### config.mk
export PLATFORM = sky130hd
export DESIGN_NAME = prog_loader
export DESIGN_NICKNAME = d
export VERILOG_FILES = /design/src/rtl/prog_loader.sv
export SDC_FILE = /design/constraint.sdc
export NUM_CORES = 1
export LEC_CHECK = 0
export BUFFER_PORTS_ARGS = -buffer_cell sky130_fd_sc_hd__clkbuf_2
export CAP_MARGIN = 20
export CORE_MARGIN = 2
export CORE_UTILIZATION = 45
export CTS_CLUSTER_SIZE = 16
export DETAILED_ROUTE_END_ITERATION = 16
export MAX_ROUTING_LAYER = met4
export PLACE_DENSITY = 0.68
export SLEW_MARGIN = 20
export SYNTH_ARGS = -nofsm -noshare
export SYNTH_HDL_FRONTEND = slang
export SYNTH_SLANG_ARGS = --single-unit
### constraint.sdc
create_clock -name clock -period 7.7 [get_ports clock]
set_input_delay 0.77 -clock clock [delete_from_list [all_inputs] [get_ports clock]]
set_output_delay 0.77 -clock clock [all_outputs]
set_load 0.03 [all_outputs]
### src/rtl/prog_loader.sv
// Byte-stream program loader: decodes framed bytes from the host receiver and
// drives the instruction/data memory write ports of the core, holding the core
// in reset while a program is being loaded.
//
// state  | meaning
// -------+-----------------------------------------------------------
// IDLE   | waiting for a command byte (IMEM / DMEM / RUN)
// ADDR   | next byte is the start address
// LEN    | next byte is the word count (0 = 256)
// PHI    | next byte is the high byte of an instruction word
// PLO    | next byte is the low byte; completes an instruction write
// PD     | next byte is a data byte; completes a data write
// CHK    | next byte is the checksum
// STAT   | one cycle reporting the frame result, input stalled
module prog_loader #(
  parameter int          ADDR_W   = 8,
  parameter int          INSTR_W  = 16,
  parameter int          DATA_W   = 8,
  parameter int          TIMEOUT  = 1024,
  parameter logic [7:0]  CMD_IMEM = 8'hA1,
  parameter logic [7:0]  CMD_DMEM = 8'hA2,
  parameter logic [7:0]  CMD_RUN  = 8'hA5
) (
  input  logic               clock,
  input  logic               reset,
  input  logic [7:0]         rx_data,
  input  logic               rx_valid,
  output logic               rx_ready,
  output logic               imem_we,
  output logic [ADDR_W-1:0]  imem_addr,
  output logic [INSTR_W-1:0] imem_wdata,
  output logic               dmem_we,
  output logic [ADDR_W-1:0]  dmem_addr,
  output logic [DATA_W-1:0]  dmem_wdata,
  output logic               cpu_reset,
  output logic               busy,
  output logic               frame_ok,
  output logic               frame_err,
  output logic [1:0]         err_code
);

  localparam int CNT_W = 9;
  localparam int TMR_W = $clog2(TIMEOUT + 1);

  typedef enum logic [2:0] {
    S_IDLE, S_ADDR, S_LEN, S_PHI, S_PLO, S_PD, S_CHK, S_STAT
  } state_t;

  state_t              state_q, state_d;
  logic                is_imem_q;
  logic [ADDR_W-1:0]   addr_q;
  logic [CNT_W-1:0]    cnt_q;
  logic [7:0]          hi_q;
  logic [7:0]          sum_q;
  logic [TMR_W-1:0]    tmr_q;

  logic accept;
  logic tmr_expired;
  logic start_frame, run_cmd, bad_cmd;
  logic ld_addr, ld_len, ld_hi, wr_imem, wr_dmem, chk_byte, abort_to;
  logic chk_match;

  assign rx_ready    = (state_q != S_STAT);
  assign busy        = (state_q != S_IDLE);
  assign accept      = rx_valid && rx_ready;
  assign chk_match   = (rx_data == sum_q);
  // The idle timer only runs inside a frame, and any accepted byte re-arms it.
  assign tmr_expired = (state_q != S_IDLE) && (state_q != S_STAT) &&
                       !accept && (tmr_q == '0);

  // State register.
  always_ff @(posedge clock or posedge reset) begin
    if (reset) state_q <= S_IDLE;
    else       state_q <= state_d;
  end

  // Next-state decode and per-byte datapath strobes.
  always_comb begin
    state_d     = state_q;
    start_frame = 1'b0;
    run_cmd     = 1'b0;
    bad_cmd     = 1'b0;
    ld_addr     = 1'b0;
    ld_len      = 1'b0;
    ld_hi       = 1'b0;
    wr_imem     = 1'b0;
    wr_dmem     = 1'b0;
    chk_byte    = 1'b0;
    abort_to    = 1'b0;
    if (tmr_expired) begin
      abort_to = 1'b1;
      state_d  = S_IDLE;
    end else begin
      case (state_q)
        S_IDLE: if (accept) begin
          if (rx_data == CMD_IMEM || rx_data == CMD_DMEM) begin
            start_frame = 1'b1;
            state_d     = S_ADDR;
          end else if (rx_data == CMD_RUN) begin
            run_cmd = 1'b1;
          end else begin
            bad_cmd = 1'b1;
          end
        end
        S_ADDR: if (accept) begin
          ld_addr = 1'b1;
          state_d = S_LEN;
        end
        S_LEN: if (accept) begin
          ld_len  = 1'b1;
          state_d = is_imem_q ? S_PHI : S_PD;
        end
        S_PHI: if (accept) begin
          ld_hi   = 1'b1;
          state_d = S_PLO;
        end
        S_PLO: if (accept) begin
          wr_imem = 1'b1;
          state_d = (cnt_q == CNT_W'(1)) ? S_CHK : S_PHI;
        end
        S_PD: if (accept) begin
          wr_dmem = 1'b1;
          state_d = (cnt_q == CNT_W'(1)) ? S_CHK : S_PD;
        end
        S_CHK: if (accept) begin
          chk_byte = 1'b1;
          state_d  = S_STAT;
        end
        S_STAT: state_d = S_IDLE;
        default: state_d = S_IDLE;
      endcase
    end
  end

  // Frame context: address, remaining count, high byte and running checksum.
  always_ff @(posedge clock or posedge reset) begin
    if (reset) begin
      is_imem_q <= 1'b0;
      addr_q    <= '0;
      cnt_q     <= '0;
      hi_q      <= '0;
      sum_q     <= '0;
    end else begin
      if (start_frame) begin
        is_imem_q <= (rx_data == CMD_IMEM);
        sum_q     <= '0;
      end
      if (ld_addr || ld_len || ld_hi || wr_imem || wr_dmem)
        sum_q <= sum_q + rx_data;
      if (ld_addr)
        addr_q <= ADDR_W'(rx_data);
      if (ld_len)
        cnt_q <= (rx_data == 8'd0) ? CNT_W'(256) : CNT_W'(rx_data);
      if (ld_hi)
        hi_q <= rx_data;
      if (wr_imem || wr_dmem) begin
        addr_q <= addr_q + ADDR_W'(1);
        cnt_q  <= cnt_q - CNT_W'(1);
      end
    end
  end

  // Registered memory write ports; strobes land the cycle after the completing byte.
  always_ff @(posedge clock or posedge reset) begin
    if (reset) begin
      imem_we    <= 1'b0;
      imem_addr  <= '0;
      imem_wdata <= '0;
      dmem_we    <= 1'b0;
      dmem_addr  <= '0;
      dmem_wdata <= '0;
    end else begin
      imem_we <= wr_imem;
      dmem_we <= wr_dmem;
      if (wr_imem) begin
        imem_addr  <= addr_q;
        imem_wdata <= INSTR_W'({hi_q, rx_data});
      end
      if (wr_dmem) begin
        dmem_addr  <= addr_q;
        dmem_wdata <= DATA_W'(rx_data);
      end
    end
  end

  // Frame status pulses, sticky error code and core hold.
  always_ff @(posedge clock or posedge reset) begin
    if (reset) begin
      frame_ok  <= 1'b0;
      frame_err <= 1'b0;
      err_code  <= 2'b00;
      cpu_reset <= 1'b1;
    end else begin
      frame_ok  <= run_cmd || (chk_byte && chk_match);
      frame_err <= bad_cmd || abort_to || (chk_byte && !chk_match);
      if (run_cmd || (chk_byte && chk_match)) err_code <= 2'b00;
      else if (bad_cmd)                       err_code <= 2'b01;
      else if (abort_to)                      err_code <= 2'b11;
      else if (chk_byte)                      err_code <= 2'b10;
      if (start_frame)  cpu_reset <= 1'b1;
      else if (run_cmd) cpu_reset <= 1'b0;
    end
  end

  // Down-counting idle timer; held loaded outside frames and on every byte.
  always_ff @(posedge clock or posedge reset) begin
    if (reset)
      tmr_q <= TMR_W'(TIMEOUT - 1);
    else if (accept || state_q == S_IDLE || state_q == S_STAT)
      tmr_q <= TMR_W'(TIMEOUT - 1);
    else if (tmr_q != '0)
      tmr_q <= tmr_q - TMR_W'(1);
  end

endmodule

* Word level (Yosys, flattened, before mapping)
Cells that the tools add are included.
Storage, ports and cells: register bits after elaboration 95, output and inout bits 49, word-level logic and storage cells 129
Cells by class: add/sub/neg operators 4, equality and inequality tests 21, mux-type cells 56, reduce and logical (&&, ||, !) cells 31
Operator list (count):
- two-way mux 3 bit | 11
- two-way mux 8 bit | 4
- two-way mux 1 bit | 30
- two-way mux 9 bit | 3
- != test 3 bit, second input constant | 9
- equality test 8 bit, second input constant | 3
- one-hot mux 3 bit (8 select lines) | 1
- two-way mux 11 bit | 2
- equality test 3 bit, second input constant | 4
- zero test 11 bit | 1
- logical OR 1 bit | 11
- nonzero test 11 bit | 1
- subtractor 11 x 1 -> 11 bit, second input constant | 1
- two-way mux 2 bit | 5
- nonzero test 2 bit | 5
- equality test 9 x 1 -> 1 bit, second input constant | 1
- subtractor 9 x 1 -> 9 bit, second input constant | 1
- adder 8 x 1 -> 8 bit, second input constant | 1
- adder 8 bit | 1
- equality test 8 bit | 1
- zero test 8 bit | 1
- AND reduction 8 bit | 1
- equality test 3 x 2 -> 1 bit, second input constant | 2
- logical AND 1 bit | 6
- 5 further kinds | 6

* Logic depth before layout (Yosys ltp)
Gate-level depths: netlist of the first run.
depth after elaboration 11, gate-level depth with buffers 8, gate-level depth less buffers 7

* Least setup slack after synthesis of the first run
Ideal clock, no wire load.
kind in2reg, from in rx_data[0], to reg sum_q[6], arrival time 2076 ps, data required time 7613 ps, slack 5538 ps, stages 7, path buffers 0, cells stage by stage ha_1 > fa_1 > a21o_1 > a21o_1 > a21oi_1 > a311oi_1 > o211ai_1
Between the ends: word-level cells in the longest chain between the ends 7, elaborated cells on any way between the ends 10
RTL lines:
- from (decl) | RTL line 26 | input logic [7:0] rx_data,
- equality test 8 bit | RTL line 96 | if (rx_data == CMD_IMEM || rx_data == CMD_DMEM) begin
- logical OR 1 bit | RTL line 96
- two-way mux 1 bit | RTL line 96
- two-way mux 1 bit | RTL line 95 | S_IDLE: if (accept) begin
- two-way mux 1 bit | RTL line 94 | case (state_q)
- two-way mux 1 bit | RTL line 90 | if (tmr_expired) begin
- nonzero test 2 bit (no source line)
- to (signal assigned) | RTL line 149 | sum_q <= sum_q + rx_data;
- to (decl) | RTL line 54 | logic [7:0] sum_q;
Several ways; a longest one is shown, not always the timed one. A chain may end at the register's enable or synchronous reset.

* Worst setup path in the final report of the first run
from reg state_q[0], to out busy
Between the ends: word-level cells in the longest chain between the ends 1
RTL lines:
- from (decl) | RTL line 49 | state_t state_q, state_d;
- from (signal assigned) | RTL line 74 | else state_q <= state_d;
- nonzero test 3 bit | RTL line 64 | assign busy = (state_q != S_IDLE);
- to (decl) | RTL line 36 | output logic busy,
Every way passes these cells.

==> impl_metrics.toml, run 1 <==
[place]
post-place-ws_ps = 5040
portBuffers = 59
place_congestion = 0.829
numPlacedInstances = 620
post-dp-hpwl_mm = 6.86

[yosys]
ys_warn_count = 0
synth-seq-cells = 95
synth_top_area_cell = "dfrtp_1"
syn_nets = 468
ys_types = 60
synth_edf_count = 0
yosysTopAreaCellShare_pct = 45.3
async_reset_ff_share_pct = 100
synth_flop_cell = "dfrtp_1"
syn_area_um2 = 4640
syn-instance-count = 444
synth_seq_area_share_pct = 51.5
avgSynthCellArea_um2 = 10.4
yosysMostFrequentCell = "dfrtp_1"
synthTopCellsByArea = "dfrtp_1 45%, mux2_2 8.0%, nand2_1 6.5%"
ys_top_cells_by_count = "84 x dfrtp_1, 80 x nand2_1, 33 x mux2_2"

[final_layout]
syn2layout_area_growth_pct = 13.6
antenna_cells = 0
nFillCells = 957
final_nets = 520
drive_gt1_share_pct = 25.9
final_cells = 637

[timing]
min_period_ps = 2500
clock_skew_ps = 19.7
slew_headroom_pct = 43.1
hold_viol = 0
setup_viol = 0
fmax_mhz = 400
worstMarginPinSlew_ps = 854
setup_ws_ps = 5200
period_share_pct = 32.5
tns_ps = 0
drv_slew = 0
rsz0062_at_grt = "no"

[critical_path]
path_cells = "or3_1 -> clkbuf_2"
worst-path-stages = 2
end_kind = "output port"
path_max_fanout = 19
cp-start-kind = "flip-flop"
crit_type = "reg -> out"
slowest_stage = "dfrtp_1"
setup.worst_path.end = "busy"
crit_arrival_ps = 1730
worst_path_dominant_cell_family = "flip-flops"
critical_path_required_ps = 6930
r2r_cells = 7
worst_r2r_endpoint = "state_q[2]"
worstSetupStartpoint = "state_q[0]"
worst-path-buf-inv = 1
r2r_start = "tmr_q[0]"
rrSetupSlack_ps = 5390
max_stage_delay_ps = 610

[floorplanning]
die_h_um = 106
std_cell_rows = 37
dieArea_um2 = 11100
pin_count = 60
die_w_um = 106
core_um2 = 10200
start_util_pct = 45.6

[clock_network]
cts_max_level = 3
cts.clk_slew.worst_paths_ps = 110
cts_tree = "built"
clkSinkCount = 95
cts_buffers = 9
clockBufferDepth = 2
cts_setup_buffers = 0
cts_hold_buf = 0
cts_resized = 0
clk_latency_ps = 370
cts-root-buf = "clkbuf_8"

[global_route]
grt_pass1_wl_mm = 17.1
grt_antenna_before_repair = 0
overflow = 0
grt_start_max_net_pins = 69
grt_pass1_vias = 3481
grt_usage_pct = 19.5

[detailed_routing]
wl_mm = 10.1
drc = 0
dr.pass1.iters = 4
ant_nets = 0
wl_per_cell_um = 15.9
drt_iter0_drc = 238
via_count = 3513
avgViaCountPerCell = 5.51

[outcome]
status = "finished clean"

[power]
vdd_ir_drop_max_mv = 0.256
power_density_nw_per_um2 = 402
power.leakage_nw = 2.45

[hold_path]
min-delay-path-class = "in -> async"

[run]
maxCapViolations = 0
[through the flow]
stage | hold slack [ps] | util (%) | cell area, um^2 | power [mW]
after floorplan | 454 | - | 4640 | 1.52
after global placement | 458 | 49.4 | 5040 | 1.74
after detailed placement | 464 | 49.4 | 5040 | 1.76
after CTS | 380 | 51.6 | 5260 | 2.13
after global routing | 404 | 51.7 | 5270 | 2.26
final | 373 | 51.7 | 5270 | 2.12
[layer usage]
metal  up-vias  part of all wire, %  global-route usage (%)
li1       1685                    -                       -
met1      1746                   46                    25.3
met2        69                   48                    30.7
met3        13                  4.1                    4.58
met4         0                  2.0                    5.83
met5         -                    0                       -
[where the power goes]
| part | switching [mW] | internal, mW | total [mW] |
|---|---|---|---|
| combinational | 0.557 | 0.339 | 0.896 |
| clock | 0.202 | 0.162 | 0.364 |
| sequential | 0.157 | 0.699 | 0.856 |
| total | 0.917 | 1.20 | 2.12 |
[final cells by class]
cell class / instances / area, um^2 / share of cell area, %
flip-flops and latches: 95 / 2390 / 45.4
well taps: 136 / 170 / 3.23
multi-input cells: 317 / 2120 / 40.3
clock inverters: 7 / 97.6 / 1.85
inverters: 11 / 42.5 / 0.807
clock buffers: 9 / 124 / 2.35
repair buffers: 62 / 322 / 6.10
[worst min-delay path by stage]
stage                        startpoint       endpoint  slack (ps)  cells after the start
after global routing              reset      tmr_q[10]         400                      2
after global placement     dmem_addr[6]   dmem_addr[6]         460                      2
after floorplan                sum_q[2]       sum_q[2]         450                      2
after CTS                         reset       cnt_q[2]         380                      2
final                             reset      tmr_q[10]         370                      2
after detailed placement  dmem_wdata[0]  dmem_wdata[0]         460                      2
[sequential cells by signal, summed over array words and instances, names as in the netlist, 2 cells and up]
| signal | cells |
|---|---|
| state_q | 3 |
| cnt_q | 9 |
| imem_wdata | 16 |
| dmem_wdata | 8 |
| hi_q | 8 |
| addr_q | 8 |
| dmem_addr | 8 |
| err_code | 2 |
| imem_addr | 8 |
| tmr_q | 11 |
| sum_q | 8 |
[layout by cell type, fill, tap and decap left out, drive strengths merged, types with 4 or more instances in the layout]
cell	n
nand2b	7
clkinv	4
a221o	5
nor3	12
nand3	7
nand2	80
or3	6
nor2b	4
dfstp	11
xnor2	10
nor3b	5
a22o	4
nor2	18
ha	12
dfrtp	84
inv	13
clkbuf	68
nand3b	5
o21ai	20
and2	4
mux2	33
mux2i	4
nor4	8
a21oi	23
and3	9
[kinds of logic after synthesis]
group                      count (synthesis)  synth area share (%)
and+or+nand+nor                          176                  19.4
adders and majority gates                 13                  3.67
xor gates and xnor gates                  13                  2.45
DFF                                       95                  51.5
buffers and inverters                     32                  2.86
AOI/OAI and AO/OA                         78                  11.2
muxes                                     37                  8.87
No activity file was read; power rests on OpenSTA's default activity.
==> inputs of run 2 (changes only) <==
- clock period: 7.7 -> 2.45 ns (I/O delays scaled with it)
==> run 2 against run 1 <==
Compared with the run above: clock power rose to 3.2 times the previous value; non-clock buffer count rose by 7; worst hold slack got worse by 140 ps; first-iteration DRC count rose by 14%; sequential power rose to 3.1 times the previous value; setup slack got worse by 4800 ps; critical path depth rose by 2; sequential share of layout area fell by 0.71 points; critical path type is now reg -> reg; largest cell class unchanged.
==> impl_metrics.toml, run 2 (synthesis results as in run 1) <==
[clock_network]
cts-root-buf = "clkbuf_8"
cts_max_level = 3
cts_buffers = 9
clockBufferDepth = 2
clk_latency_ps = 370
cts_resized = 0
cts_tree = "built"
clkSinkCount = 95
cts.clk_slew.worst_paths_ps = 110

[global_route]
grt_pass1_vias = 3483
grt_start_max_net_pins = 48
grt_util_met2_pct = 32.3
grt_antenna_before_repair = 0
grt_util_met3_pct = 3.28
grt_usage_pct = 20.3
use_met1_pct = 26.2
grt_pass1_wl_mm = 17.3
grt.busiest_layer = "met2"
overflow = 0

[outcome]
status = "finished clean"

[timing]
fmax_mhz = 487
clock_skew_ps = 14.5
drv_slew = 0
rsz0062_at_grt = "no"
setup_viol = 0
slew_headroom_pct = 57.7
min_period_ps = 2050
tns_ps = 0
hold_viol = 0
period_share_pct = 83.7
worstMarginPinSlew_ps = 632

[power]
switching_share_pct = 43.4
internal-power_mw = 3.79
sequentialPowerShare_pct = 39.8
power_density_nw_per_um2 = 1250
combPwrFrac_pct = 43.0
vdd_ir_drop_max_mv = 0.715
finalPower_mw = 6.70
clkPwrFrac_pct = 17.2
p_switching_mw = 2.91
power.leakage_nw = 2.49

[run]
maxCapViolations = 0

[detailed_routing]
drc = 0
wl_mm = 10.4
wl_per_cell_um = 16.2
via_count = 3522
dr.pass1.iters = 4
ant_nets = 0
drt_iter0_drc = 271
avgViaCountPerCell = 5.47

[final_layout]
layout_commonest_cell = "dfrtp_1"
final_nets = 527
syn2layout_area_growth_pct = 15.4
drive_gt1_share_pct = 26.8
fin_area_um2 = 5350
final_cell_mix = "84 x dfrtp_1, 80 x nand2_1, 59 x clkbuf_2, 33 x mux2_2, 22 x a21oi_1"
largest_reg_flops = 16
antenna_cells = 0
top_regs = "imem_wdata (16), tmr_q (11), cnt_q (9)"
top_register = "imem_wdata"

[floorplanning]
dieArea_um2 = 11100
die_h_um = 106
start_util_pct = 45.6
pin_count = 60
die_w_um = 106
std_cell_rows = 37
core_um2 = 10200

[place]
portBuffers = 59
dpl_cell_area_um2 = 5120
post-dp-hpwl_mm = 7.12
place_congestion = 0.825

[critical_path]
end_kind = "flip-flop"
cp-start-kind = "flip-flop"
critical_path_required_ps = 2680
crit_arrival_ps = 2280
path_max_fanout = 16
crit_type = "reg -> reg"

[hold_path]
min-delay-path-class = "in -> reg"
[run 2: layer usage]
metal	up-vias	wire (um)
li1	1699	-
met2	78	5060
met5	-	0
met4	0	212
met3	15	565
met1	1730	4560
[run 2: stage by stage]
| step | utilization (%) | instances | setup slack, ps | hold slack [ps] |
|---|---|---|---|---|
| after global placement | 50.2 | 627 | 521 | 207 |
| after CTS | 52.6 | 644 | 432 | 229 |
| after floorplan | - | 444 | 497 | 350 |
| final | 52.6 | 644 | 398 | 231 |
| after global routing | 52.6 | 644 | 292 | 226 |
| after detailed placement | 50.2 | 627 | 447 | 210 |
[run 2: final cells by class]
class / count / area (um^2)
Clock buffer: 9 / 124
Clock inverter: 7 / 103
Fill cell: 918 / 4830
Inverter: 11 / 45.0
Multi-Input combinational cell: 317 / 2120
Sequential cell: 95 / 2390
Tap cell: 136 / 170
Timing Repair Buffer: 69 / 398
[run 2: power groups by stage]
stage	registers (mW)	logic (mW)	clock network, mW
5_1_grt	2.75	3.15	1.23
6_report	2.67	2.89	1.15
3_3_place_gp	2.66	2.84	0
4_1_cts	2.66	2.91	1.17
3_5_place_dp	2.69	2.90	0
2_1_floorplan	3.21	1.57	0
[run 2: final timing paths]
path	from	endpoint	slack, ps	cells after the start
max	state_q[2]	cnt_q[6]	400	4
min	rx_data[5]	hi_q[5]	230	2
max reg2reg	state_q[2]	cnt_q[6]	400	4
min reg2reg	dmem_addr[6]	dmem_addr[6]	480	2
max in group asynchronous	reset	tmr_q[6]	1540	4
min in group asynchronous	reset	is_imem_q	350	3
[run 2: critical path, cell delays in order (launching register included)]
cell and delay (ps):
dfrtp_1 650, and3b_1 500, nand3_1 240, o311ai_0 370, o211ai_1 150
[run 2: what timing repair did]
item / 4_1_cts / 5_1_grt
endpoints found under the hold margin: 6 / 0
buffers inserted: 0 / 0
hold buffers: 1 / 0
==> inputs of run 3 (changes only) <==
- ABC_AREA: default -> 1
- PLACE_DENSITY: 0.68 -> 0.7
- clock period: 2.45 -> 1.81 ns (I/O delays scaled with it)
==> run 3 against run 2 <==
Compared with the run above: critical path depth shrank 1; total power grew 36%; highest routed layer unchanged; first-iteration DRC count grew 27%; global-route usage grew 0.27 points; combinational power grew 45%; worst hold slack lost 87 ps; largest power group unchanged; sequential power grew 33%; wire length grew 6.0%; synthesized cell count grew 33%.
==> impl_metrics.toml, run 3 <==
[outcome]
status = "finished clean"

[final_layout]
fin_area_um2 = 5550
final_nets = 681
largest_reg_flops = 16
multiInputGateArea_um2 = 2180
drive_gt1_share_pct = 19.2
ff_latch_area_um2 = 2390
final_cell_mix = "170 x nand2_1, 84 x dfrtp_1, 59 x clkbuf_2, 58 x nand3_1, 56 x inv_1"
nFillCells = 1016
antenna_cells = 0
syn2layout_area_growth_pct = 13.5
top_regs = "imem_wdata (16), tmr_q (11), cnt_q (9)"
layout_commonest_cell = "nand2_1"
final_cells = 802
top_register = "imem_wdata"

[detailed_routing]
via_count = 4085
wl_per_cell_um = 13.8
wl_mm = 11.0
ant_nets = 0
drt_iter0_drc = 343
drc = 0
dr.pass1.iters = 5
avgViaCountPerCell = 5.09

[place]
post-dp-hpwl_mm = 8.05
numPlacedInstances = 785
dpl_cell_area_um2 = 5350
portBuffers = 59
place_congestion = 0.941

[power]
clkPwrFrac_pct = 15.0
switching_share_pct = 46.5
combPwrFrac_pct = 46.0
power_density_nw_per_um2 = 1640
finalPower_mw = 9.12
internal-power_mw = 4.88
vdd_ir_drop_max_mv = 0.798
p_switching_mw = 4.24
power.leakage_nw = 2.85
sequentialPowerShare_pct = 39.0

[global_route]
grt_antenna_before_repair = 0
grt_usage_pct = 20.6
grt_pass1_wl_mm = 18.4
grt_pass1_vias = 3791
grt_start_max_net_pins = 62
overflow = 0

[critical_path]
worst_r2r_endpoint = "state_q[0]"
worst_path_dominant_cell_family = "flip-flops"
r2r_cells = 9
worst-path-buf-inv = 2
cp-start-kind = "flip-flop"
path_max_fanout = 9
path_cells = "inv_1 -> nand2_4 -> clkbuf_2"
crit_type = "reg -> out"
max_stage_delay_ps = 540
crit_arrival_ps = 1460
slowest_stage = "dfrtp_1"
end_kind = "output port"
critical_path_required_ps = 1630
rrSetupSlack_ps = 170
r2r_start = "state_q[2]"

[floorplanning]
core_um2 = 10700
die_w_um = 108
pin_count = 60
std_cell_rows = 38
start_util_pct = 45.6
die_h_um = 108
dieArea_um2 = 11700

[timing]
fmax_mhz = 609
clock_skew_ps = 15.4
worstMarginPinSlew_ps = 463
hold_viol = 0
slew_headroom_pct = 69.1
rsz0062_at_grt = "no"
tns_ps = 0
drv_slew = 0
setup_viol = 0
period_share_pct = 90.8
min_period_ps = 1640

[clock_network]
cts_max_level = 3
clkSinkCount = 95
clk_latency_ps = 370
cts_setup_buffers = 0
cts.clk_slew.worst_paths_ps = 110
cts-root-buf = "clkbuf_8"
cts_buffers = 9
clockBufferDepth = 2
cts_tree = "built"

[hold_path]
min_path_cells = 3
holdPathEnd = "cnt_q[6]"
min-delay-path-class = "in -> reg"
holdCritStartpoint = "rx_data[6]"

[yosys]
yosysMostFrequentCell = "nand2_1"
synth_top_area_cell = "dfrtp_1"
syn_area_um2 = 4890
yosysTopAreaCellShare_pct = 42.9
synth-seq-cells = 95
ys_types = 44
ys_warn_count = 0
synth_edf_count = 0
synthTopCellsByArea = "dfrtp_1 43%, nand2_1 13%, nand3_1 5.9%"
syn_nets = 616
ys_top_cells_by_count = "170 x nand2_1, 84 x dfrtp_1, 58 x nand3_1"
synth_flop_cell = "dfrtp_1"
avgSynthCellArea_um2 = 8.27
async_reset_ff_share_pct = 100
syn-instance-count = 592
synth_seq_area_share_pct = 48.8

[run]
maxCapViolations = 0
[run 3: kinds of logic after synthesis]
logic type      share of synthesized area, %
flops                                   48.8
simple gates                            29.3
fa+ha+maj                               3.48
compound gates                          9.94
xor+xnor                                1.79
buf+inv                                 6.67
[run 3: through the flow]
stage	utilization, %	hold WS [ps]	setup WS (ps)
detailed placement	49.8	281	65.5
global route	51.7	140	30.1
finish	51.7	143	167
CTS	51.6	128	56.9
global placement	49.8	283	124
floorplan	-	314	215
[run 3: layer usage]
layer / GRT usage (%) / vias up / share of wire, %
li1: - / 2052 / -
met1: 27.6 / 1919 / 48
met2: 31.7 / 100 / 46
met3: 3.50 / 14 / 4.6
met4: 7.05 / 0 / 1.8
met5: - / - / 0
[run 3: timing repair]
item | CTS | global route
endpoints found under the setup margin | 0 | 8
resized for setup | 0 | 2
endpoints found under the hold margin | 84 | 0
hold buffers | 1 | 0
[run 3: area by class of cell]
type	instances	share of cell area (%)
well taps	140	3.15
clock buffers	10	2.48
multi-input cells	420	39.2
flip-flops and latches	95	43.1
repair buffers	66	6.60
inverters	65	4.62
clock inverters	6	0.901
[run 3: worst reg2reg max path: stages (launching register included)]
cell and delay (ps):
dfrtp_1 540, inv_1 190, nand2_4 140, inv_2 70, nor2_8 190, nand3_4 130
inv_2 130, nor2_1 50, nand2_1 60, nand2_1 40
[run 3: how the worst max path moves through the flow]
stage,startpoint,endpoint,slack (ps),cells past startpoint
3_3_place_gp,state_q[0],imem_wdata[10],120,6
3_5_place_dp,state_q[0],imem_wdata[15],70,6
2_1_floorplan,state_q[0],state_q[0],220,9
5_1_grt,sum_q[5],err_code[1],30,9
6_report,state_q[2],busy,170,3
4_1_cts,state_q[0],imem_wdata[15],60,6
[run 3: power groups by stage]
| stage | clock network [mW] | registers (mW) | logic, mW |
|---|---|---|---|
| floorplan | 0 | 4.26 | 2.47 |
| global placement | 0 | 3.56 | 4.12 |
| detailed placement | 0 | 3.59 | 4.21 |
| CTS | 1.39 | 3.56 | 4.23 |
| global route | 1.48 | 3.67 | 4.73 |
| finish | 1.36 | 3.56 | 4.20 |
